--- config.mk ---
export PLATFORM = sky130hd
export DESIGN_NAME = btn_pulse_gen
export DESIGN_NICKNAME = d
export VERILOG_FILES = /design/src/rtl/btn_pulse_gen.sv
export SDC_FILE = /design/constraint.sdc
export NUM_CORES = 1
export LEC_CHECK = 0
export ABC_AREA = 1
export CORE_MARGIN = 3
export CORE_UTILIZATION = 42
export CTS_BUF_LIST = sky130_fd_sc_hd__clkbuf_4
export DETAILED_ROUTE_END_ITERATION = 12
export GPL_TIMING_DRIVEN = 0
export PLACE_DENSITY = 0.61
export SLEW_MARGIN = 40
export SYNTH_ARGS = -nofsm -noshare
export SYNTH_HDL_FRONTEND = slang
export SYNTH_SLANG_ARGS = --single-unit
--- constraint.sdc ---
create_clock -name clk -period 2.4 [get_ports clk]
set_clock_uncertainty 0.2 [all_clocks]
set_input_delay 0.48 -clock clk [delete_from_list [all_inputs] [get_ports clk]]
set_output_delay 0.48 -clock clk [all_outputs]
set_load 0.02 [all_outputs]
--- src/rtl/btn_pulse_gen.sv ---
// Keypad front end: synchronizes and debounces three code buttons plus check into single-cycle
// press pulses. Define BTN_SIM_ERR_EN to reject simultaneous code presses and count them.
module btn_pulse_gen #(
    parameter int DEBOUNCE_CYCLES = 500000,
    parameter int N_SYNC          = 2
) (
    input  logic       clk,
    input  logic       rst_n,
    input  logic [2:0] btn_raw,
    input  logic       check_raw,
    output logic       b1,
    output logic       b2,
    output logic       b3,
    output logic       check,
    output logic       sim_err,
    output logic [7:0] err_cnt
);

    localparam int CW = (DEBOUNCE_CYCLES > 1) ? $clog2(DEBOUNCE_CYCLES) : 1;
    localparam logic [CW-1:0] CNT_MAX = CW'(DEBOUNCE_CYCLES - 1);

    typedef enum logic [1:0] {
        ST_IDLE,
        ST_PRESS_WAIT,
        ST_PRESSED,
        ST_RELEASE_WAIT
    } state_t;

    logic [3:0] w_raw;
    logic [3:0] w_cand;

    assign w_raw = {check_raw, btn_raw};

    // Channels come out of reset in PRESSED so a button held across reset never pulses.
    generate
        for (genvar gi = 0; gi < 4; gi++) begin : g_chan
            logic [N_SYNC-1:0] r_sync;
            logic              w_s;
            state_t            r_state;
            state_t            w_state_next;
            logic [CW-1:0]     r_cnt;
            logic [CW-1:0]     w_cnt_next;
            logic              w_event;

            always_ff @(posedge clk) begin
                if (!rst_n) begin
                    r_sync  <= '0;
                    r_state <= ST_PRESSED;
                    r_cnt   <= '0;
                end else begin
                    r_sync  <= {r_sync[N_SYNC-2:0], w_raw[gi]};
                    r_state <= w_state_next;
                    r_cnt   <= w_cnt_next;
                end
            end

            assign w_s = r_sync[N_SYNC-1];

            always_comb begin
                w_state_next = r_state;
                w_cnt_next   = r_cnt;
                w_event      = 1'b0;
                case (r_state)
                    ST_IDLE: begin
                        if (w_s) begin
                            w_state_next = ST_PRESS_WAIT;
                            w_cnt_next   = '0;
                        end
                    end
                    ST_PRESS_WAIT: begin
                        if (!w_s) begin
                            w_state_next = ST_IDLE;
                            w_cnt_next   = '0;
                        end else if (r_cnt == CNT_MAX) begin
                            w_state_next = ST_PRESSED;
                            w_event      = 1'b1;
                        end else begin
                            w_cnt_next = r_cnt + 1'b1;
                        end
                    end
                    ST_PRESSED: begin
                        if (!w_s) begin
                            w_state_next = ST_RELEASE_WAIT;
                            w_cnt_next   = '0;
                        end
                    end
                    ST_RELEASE_WAIT: begin
                        if (w_s) begin
                            w_state_next = ST_PRESSED;
                        end else if (r_cnt == CNT_MAX) begin
                            w_state_next = ST_IDLE;
                        end else begin
                            w_cnt_next = r_cnt + 1'b1;
                        end
                    end
                    default: w_state_next = ST_PRESSED;
                endcase
            end

            assign w_cand[gi] = w_event;
        end
    endgenerate

    logic [2:0] w_code_pulse;
    logic [2:0] r_code;
    logic       r_check;

`ifdef BTN_SIM_ERR_EN
    logic       w_multi;
    logic       r_sim_err;
    logic [7:0] r_err_cnt;

    assign w_multi = (w_cand[0] & w_cand[1]) | (w_cand[0] & w_cand[2]) | (w_cand[1] & w_cand[2]);
    assign w_code_pulse = w_multi ? 3'b000 : w_cand[2:0];

    always_ff @(posedge clk) begin
        if (!rst_n) begin
            r_sim_err <= 1'b0;
            r_err_cnt <= 8'd0;
        end else begin
            r_sim_err <= w_multi;
            if (w_multi && (r_err_cnt != 8'hFF)) begin
                r_err_cnt <= r_err_cnt + 8'd1;
            end
        end
    end

    assign sim_err = r_sim_err;
    assign err_cnt = r_err_cnt;
`else
    // Lowest-index candidate wins; the rest are dropped without trace.
    always_comb begin
        w_code_pulse = 3'b000;
        if (w_cand[0]) begin
            w_code_pulse = 3'b001;
        end else if (w_cand[1]) begin
            w_code_pulse = 3'b010;
        end else if (w_cand[2]) begin
            w_code_pulse = 3'b100;
        end
    end

    assign sim_err = 1'b0;
    assign err_cnt = 8'd0;
`endif

    always_ff @(posedge clk) begin
        if (!rst_n) begin
            r_code  <= 3'b000;
            r_check <= 1'b0;
        end else begin
            r_code  <= w_code_pulse;
            r_check <= w_cand[3];
        end
    end

    assign b1    = r_code[0];
    assign b2    = r_code[1];
    assign b3    = r_code[2];
    assign check = r_check;

endmodule

==> results.cfg <==
[global_route]
grt_use_total_pct = 18.72
grt_pass1_wl_um = 22600
grt_antenna_before_repair = 1
grt_pass1_vias = 4863
grt_max_degree = 16
overflow = 0

[timing]
max_freq_ghz = 0.4792
relSlewSlack_pct = 52.10
fin_ws_ns = 0.3131
setup_viol = 0
period_share_pct = 86.96
grt_setup_unrepaired = no
slew_violations = 0
tightest_slew_ns = 0.7184
period_needed_ns = 2.087
finalHoldViolCount = 0
timing.hold.ws_ns = 0.2270

[cts]
clkLatencyLatePin_ns = 0.47
cts_buffers = 9
cts.repair.resized = 0
cts_hold_buf = 0
cts_sinks = 96
cts-root-buf = clkbuf_4
cts.htree.levels = 3
tritoncts = yes
cts_setup_buffers = 0
clk_transition_reported_paths_ns = 0.15
ctsLongestPathBuffers = 2

[synthesis]
yosysTopAreaCellShare_pct = 34.30
ys_ff_latch = 96
synth.area.top_cells = dfxtp_1, nand2_1, nor2_1, inv_1, nand3_1
avgSynthCellArea_um2 = 6.225
ys_async_sr_fraction_pct = 0
synth_warnings = 0
ys.flop_type = dfxtp_1
yosysSeqAreaShare_pct = 34.30
synth_cell_types = 43
netlist_instances = 900
synth-edff-count = 0
synth_top_area_cell = dfxtp_1
synth_area_um2 = 5603

[power]
intPower_w = 0.002063
comb_power_share_pct = 13.3
finalPower_w = 0.002926
seqPwrFrac_pct = 57.1
ir_drop_uv = 337.9
power_density_nw_per_um2 = 481.8
p_switching_w = 0.0008629
p_leak_nw = 2.361
swShare_pct = 29.49
p_clk_share_pct = 29.6

[worst_setup_path]
crit_fanout = 1
path_cells = clkdlybuf4s50_1
critPathKind = flip-flop to output port
slowest_stage = clkdlybuf4s50_1
slowest_delay_ns = 0.60
cpLargestDelayFamily = buffers and inverters
crit_path_start_kind = flip-flop
cp.required_ns = 1.72
end_kind = output port
critical_path_buf_inv_count = 1
arrival_ns = 1.41

[routing]
vias_per_cell = 4.863
drc = 0
wl_per_cell_um = 11.99
antenna_left = 0
first_pass_iters = 5
wl_um = 13270
dr_total_vias = 5383
drt_first_iter_violations = 346

[final_layout]
synthToLayoutAreaGrowth_pct = 8.397
final_nets = 938
finalNonFillerCells = 1107
drive_gt1_share_pct = 8.253
finalInstanceArea_um2 = 6073

[floorplan]
io_pins = 19
core_area_um2 = 12820
die_w_um = 121.5
num_rows = 41
dieArea_um2 = 14760
initial_core_util_pct = 43.69
die-height_um = 121.5

[place]
hpwl_um = 9852
place.gp.congestion = 0.8528
placed_cell_area_um2 = 5938
io_buffers = 9
post-place-ws_ns = -0.0005507
dp_cells = 1089

[outcome]
status = completed

[min_path]
hold_path_class = flip-flop to flip-flop

[flow_run]
max-cap-violations = 0
[routing by layer]
layer  vias to the layer above  share of wire (%)  GRT usage, %
met4                         0                1.3         5.322
met3                        13                2.9         3.776
met5                         -                  0             0
met1                      2378                 51         25.15
met2                        68                 45         30.60
li1                       2924                  -             -
[path summary, 6_finish.rpt]
check,start,to,slack (ns),cells past startpoint
worst max-delay path,r_code[0]$_SDFF_PN0_,b1,0.31,1
worst min-delay path,g_chan[0].r_sync[0]$_SDFF_PN0_,g_chan[0].r_sync[1]$_SDFF_PN0_,0.23,2
worst max register to register,g_chan[3].r_cnt[0]$_SDFFE_PN0P_,check$_SDFF_PN0_,0.33,6
worst min register to register,g_chan[0].r_sync[0]$_SDFF_PN0_,g_chan[0].r_sync[1]$_SDFF_PN0_,0.23,2
[cells in the final DEF, fill, tap and decap left out, types with 4 or more instances in the layout]
cell type        instances
a21oi_1                 57
nand3_1                 72
clkdlybuf4s50_1          9
clkbuf_4                 9
inv_2                    7
buf_4                   14
a31oi_1                  5
nor2_2                  12
nand2_1                263
o21ai_1                  4
clkinv_1                 4
nor2_1                 126
buf_2                    4
nor3_1                  22
o21ai_0                 29
dfxtp_1                 96
inv_1                  107
nand3b_1                 5
nand4_1                 26
nand2_2                  5
ha_1                     4
conb_1                   9
[power groups by stage]
| stage | Combinational (W) | Sequential (W) | Clock [W] |
|---|---|---|---|
| after global placement | 0.000390 | 0.00170 | 0 |
| after detailed placement | 0.000388 | 0.00170 | 0 |
| after CTS | 0.000390 | 0.00167 | 0.000903 |
| final | 0.000390 | 0.00167 | 0.000865 |
| after global routing | 0.000442 | 0.00168 | 0.000964 |
| after floorplan | 0.000297 | 0.00170 | 0 |
[final cells by class]
type	count	area (um2)
clock inverter	7	62.56
clock buffer	9	67.56
timing repair buffer	9	90.09
fill	1342	6751
multi-input combinational	671	3099
buffer	25	173.9
sequential	96	1922
inverter	116	437.9
tap	172	215.2
antenna	2	5.005
[flip-flops by register name (all words and copies together) (netlist names), named ones only]
name,count
g_chan.r_state,4
r_code,3
g_chan.r_cnt,76
g_chan.r_sync,8
check,1
[cells in the mapped netlist (3+ instances only)]
master    number
nor2_2        12
inv_1        107
dfxtp_1       96
xor2_1         3
nor2_1       126
ha_1           4
o21a_1         3
buf_6          3
inv_2          7
nand3_2        3
nand2_1      263
a21oi_1       57
o21ai_0       29
nand3b_1       5
o21ai_2        3
o21bai_1       3
nand2_2        5
buf_4         14
buf_2          4
o21ai_1        4
nand3_1       72
nand4_1       26
a31oi_1        5
nor3_1        22
[logic make-up after synthesis]
| kind of cell | after synthesis | synth area share, % |
|---|---|---|
| simple gates | 544 | 42.14 |
| flops | 96 | 34.30 |
| compound gates | 111 | 11.21 |
| xor+xnor | 3 | 0.4690 |
| fa+ha+maj | 4 | 0.8933 |
| buf+inv | 141 | 10.92 |
| other cells | 1 | 0.06693 |
[through the flow]
step	TNS (ns)	util (%)
2_1_floorplan	0	-
3_3_place_gp	-0.06437	46.30
3_5_place_dp	-0.0005507	46.30
4_1_cts	0	47.32
5_1_grt	0	47.36
6_report	0	47.36
No activity file was read; power rests on OpenSTA's default activity.
